[config.mk]
export PLATFORM = sky130hd
export DESIGN_NAME = arbiter_rr_router
export DESIGN_NICKNAME = d
export VERILOG_FILES = /design/src/rtl/arbiter_rr_router.sv
export SDC_FILE = /design/constraint.sdc
export NUM_CORES = 1
export LEC_CHECK = 0
export BUFFER_PORTS_ARGS = -buffer_cell sky130_fd_sc_hd__buf_2
export CAP_MARGIN = 20
export CORE_UTILIZATION = 45
export DETAILED_ROUTE_END_ITERATION = 6
export PLACE_DENSITY = 0.8
export RECOVER_POWER = 50
export SKIP_CTS_REPAIR_TIMING = 1
export SLEW_MARGIN = 20
export SYNTH_ARGS = -nofsm -noshare
export SYNTH_HDL_FRONTEND = slang
export SYNTH_SLANG_ARGS = --single-unit
[constraint.sdc]
create_clock -name clk -period 10.46 [get_ports clk]
set_input_delay 2.092 -clock clk [delete_from_list [all_inputs] [get_ports clk]]
set_output_delay 2.092 -clock clk [all_outputs]
set_load 0.01 [all_outputs]
[src/rtl/arbiter_rr_router.sv]
// Round-robin N_IN->N_OUT word router; pop is combinational, push/data_out registered 1 cycle later.
// A full output stalls only words headed to it; ARB_PKT_COUNT_EN adds saturating per-output push counters.
module arbiter_rr_router #(
  parameter int N_IN   = 4,
  parameter int N_OUT  = 4,
  parameter int DATA_W = 12,
  parameter int DEST_W = 2,
  parameter int CNT_W  = 8
) (
  input  logic                     clk,
  input  logic                     reset,
  input  logic [N_IN-1:0]          empty,
  input  logic [N_IN*DATA_W-1:0]   fifo_out,
  input  logic [N_OUT-1:0]         almost_full,
  output logic [N_IN-1:0]          pop,
  output logic [N_OUT-1:0]         push,
  output logic [DATA_W-1:0]        data_out,
  output logic                     idle
`ifdef ARB_PKT_COUNT_EN
  ,
  output logic [N_OUT*CNT_W-1:0]   pkt_cnt
`endif
);

  localparam int PTR_W = $clog2(N_IN);

  typedef enum logic {IDLE, ACTIVE} state_t;

  state_t             state, state_nxt;
  logic [PTR_W-1:0]   rr_ptr;
  logic [PTR_W-1:0]   gnt_idx;
  logic               gnt_vld;
  logic [N_IN-1:0]    elig;
  logic [DATA_W-1:0]  gnt_word;
  logic [DEST_W-1:0]  gnt_dest;

  // Eligibility looks at each head's own destination, so one full output never blocks other inputs.
  always_comb begin
    elig = '0;
    for (int i = 0; i < N_IN; i++) begin
      elig[i] = !empty[i] && !almost_full[fifo_out[i*DATA_W + DATA_W - 1 -: DEST_W]];
    end
  end

  always_comb begin
    gnt_vld = 1'b0;
    gnt_idx = '0;
    for (int k = 0; k < N_IN; k++) begin
      if (!gnt_vld && elig[(int'(rr_ptr) + k) % N_IN]) begin
        gnt_vld = 1'b1;
        gnt_idx = PTR_W'((int'(rr_ptr) + k) % N_IN);
      end
    end
  end

  assign gnt_word = fifo_out[int'(gnt_idx)*DATA_W +: DATA_W];
  assign gnt_dest = gnt_word[DATA_W-1 -: DEST_W];

  always_comb begin
    pop = '0;
    if (reset && gnt_vld) begin
      pop[gnt_idx] = 1'b1;
    end
  end

  always_ff @(posedge clk or negedge reset) begin
    if (!reset) begin
      push     <= '0;
      data_out <= '0;
      rr_ptr   <= '0;
    end else if (gnt_vld) begin
      push     <= N_OUT'(1) << gnt_dest;
      data_out <= gnt_word;
      rr_ptr   <= (gnt_idx == PTR_W'(N_IN - 1)) ? '0 : gnt_idx + 1'b1;
    end else begin
      push     <= '0;
    end
  end

  always_ff @(posedge clk or negedge reset) begin
    if (!reset) begin
      state <= IDLE;
    end else begin
      state <= state_nxt;
    end
  end

  always_comb begin
    state_nxt = state;
    case (state)
      IDLE:    if (gnt_vld)  state_nxt = ACTIVE;
      ACTIVE:  if (!gnt_vld) state_nxt = IDLE;
      default: state_nxt = IDLE;
    endcase
  end

  assign idle = (state == IDLE);

`ifdef ARB_PKT_COUNT_EN
  logic [CNT_W-1:0] cnt [N_OUT];

  always_ff @(posedge clk or negedge reset) begin
    if (!reset) begin
      for (int j = 0; j < N_OUT; j++) cnt[j] <= '0;
    end else begin
      for (int j = 0; j < N_OUT; j++) begin
        if (push[j] && (cnt[j] != {CNT_W{1'b1}})) cnt[j] <= cnt[j] + 1'b1;
      end
    end
  end

  always_comb begin
    pkt_cnt = '0;
    for (int j = 0; j < N_OUT; j++) pkt_cnt[j*CNT_W +: CNT_W] = cnt[j];
  end
`endif

endmodule

==> results.json <==
{
  "clock_skew_ps": 3.06,
  "clock_power_share_pct": 11.7,
  "worst_hold_slack_ps": 571,
  "clkSlewWorstSetupHoldPaths_ps": 110,
  "cts_tree": "yes",
  "die_w_um": 59.7,
  "gr-usage-met3_pct": 4.76,
  "period_needed_ps": 7070,
  "grt_pass1_vias": 1311,
  "slew_violations": 0,
  "via_per_inst": 5.36,
  "power.total_uw": 307,
  "syn_to_final_growth_pct": 27.8,
  "mostFrequentLayoutCell": "buf_2",
  "cts_buffers": 3,
  "critical_path.endpoint_type": "primary output",
  "status": "completed",
  "intPower_uw": 183,
  "layout_common_cells": "buf_2, mux2i_1, nor2_1",
  "p_leak_uw": 0.000904,
  "hold_path_class": "flip-flop to flip-flop",
  "htreeDepth": 1,
  "drtAntennaViolNets": 0,
  "power_density_nw_per_um2": 160,
  "numPortBuffers": 78,
  "setup_violations": 0,
  "antenna_found_initial": 0,
  "peakVddDrop_uv": 114,
  "row_count": 20,
  "grt_use_total_pct": 20.9,
  "vias": 1416,
  "fin_crit_sh_pct": 67.6,
  "synth-async-reset-ratio_pct": 100,
  "use_met1_pct": 24.4,
  "cts-root-buf": "clkbuf_4",
  "yosysWarningCount": 0,
  "syn-num-nets": 207,
  "cts_buffer_depth": 2,
  "tightest_slew_ps": 1090,
  "cap_violations": 0,
  "grt_setup_unrepaired": "no",
  "ios": 79,
  "avgSynthCellArea_um2": 10.3,
  "seqPwrFrac_pct": 37.4,
  "floorplan.initialDensity_pct": 48.2,
  "ys_ff_latch": 19,
  "tns_ps": 0,
  "cp-startpoint": "fifo_out[22]",
  "gp_congestion": 0.838,
  "power_frac_comb_pct": 50.9,
  "hold_violations": 0,
  "hp-start": "data_out[9]",
  "core_area_um2": 3100,
  "cp_data_required_time_ps": 8370,
  "avgRoutedWirePerCell_um": 13.1,
  "netlist_instances": 145,
  "arrival_ps": 4980,
  "critPathKind": "input port to primary output",
  "critPathLaunchType": "input port",
  "grt_remaining_overflow": 0,
  "dp_hpwl_um": 2590,
  "route.detailed.drc": 0,
  "use_met2_pct": 39.7,
  "nNetsFinal": 283,
  "syn_area_um2": 1500,
  "wirelength_um": 3470,
  "synth_ff_type": "dfrtp_1",
  "dr.pass1.iters": 4,
  "die_area_um2": 3560,
  "clk_latency_ps": 290,
  "fmax_mhz": 141,
  "critical_path.max_fanout": 36,
  "sw_frac_of_total_pct": 40.1,
  "first_iter_violations": 40,
  "ys_seq_area_share_pct": 31.8,
  "cts_num_sinks": 19,
  "die_y_um": 59.7,
  "grt_busiest_layer": "met2",
  "layout-drive-gt1-share_pct": 39.5,
  "n_antenna_cell": 0,
  "synth_cell_type_count": 32,
  "rr_startpoint": "rr_ptr[1]",
  "synth_edf_count": 0,
  "switchingPower_uw": 123,
  "grt_pass1_wl_um": 5670,
  "grt_max_degree": 37,
  "max-slew-margin-rel_pct": 27.3
}
==> critical path, stage by stage <==
cell	delay, ps
buf_2	140
mux4_2	490
or2_1	280
a222oi_1	460
and3_2	920
inv_2	80
ha_1	220
and3_1	150
buf_2	130
==> final timing paths <==
path | to | cells after the start | slack (ps)
worst max-delay path | pop[2] | 9 | 3390
worst min-delay path | data_out[9] | 2 | 570
worst max register to register | rr_ptr[1] | 5 | 7710
worst min register to register | data_out[9] | 2 | 570
max in group asynchronous | data_out[10] | 1 | 7840
min in group asynchronous | data_out[8] | 1 | 1970
==> metrics by stage <==
stage	setup slack, ps	cell area, um^2	utilization, %	std cells
CTS	3390	1930	62.1	264
floorplan	4090	1500	-	145
finish	3390	1910	61.7	264
global route	3190	1910	61.7	264
global placement	3450	1900	61.2	260
detailed placement	3380	1900	61.2	260
==> flip-flops by register name, summed over array words and instances (netlist names) <==
register	cells
push	4
rr_ptr	2
data_out	12
state	1
==> power groups by stage <==
stage / combinational [uW] / clock (uW) / sequential (uW)
after floorplan: 107 / 0 / 120
after global placement: 158 / 0 / 116
after detailed placement: 161 / 0 / 115
after CTS: 161 / 38.4 / 114
after global routing: 172 / 42.2 / 118
final: 156 / 35.8 / 115
==> synthesized netlist by cell type (4+ instances only) <==
library cell	count	area, um^2
a221oi_2	5	75.1
a22o_1	5	43.8
clkbuf_1	4	15.0
mux2i_1	30	300
nor2_1	21	78.8
nand2b_1	8	50.1
mux4_2	4	90.1
dfrtp_1	19	475
a221oi_1	7	61.3
and3_1	5	31.3
nand2_1	6	22.5
ha_1	4	50.1
==> cell families after synthesis <==
family / count (synthesis) / synth area share, %
adder cells (fa/ha/maj): 4 / 3.34
multiplexers: 35 / 26.8
buffers and inverters: 12 / 5.43
flip-flops: 19 / 31.8
AND/OR/NAND/NOR: 51 / 16.6
AO/OA/AOI/OAI: 24 / 16.0
==> final cells by class <==
class	instances	area [um^2]
sequential	19	475
clock inverter	1	5.00
fill	312	1190
timing repair buffer	80	392
clock buffer	3	22.5
tap	44	55.1
multi-input combinational	114	952
inverter	3	11.3
==> metal layers <==
metal | share of wire, % | wire [um] | up-vias
met5 | 0 | 0 | -
met2 | 49 | 1690 | 57
li1 | - | - | 701
met4 | 0.35 | 12 | 0
met3 | 7.5 | 259 | 2
met1 | 43 | 1510 | 656
Note: power is estimated with default switching activity, not from simulation.
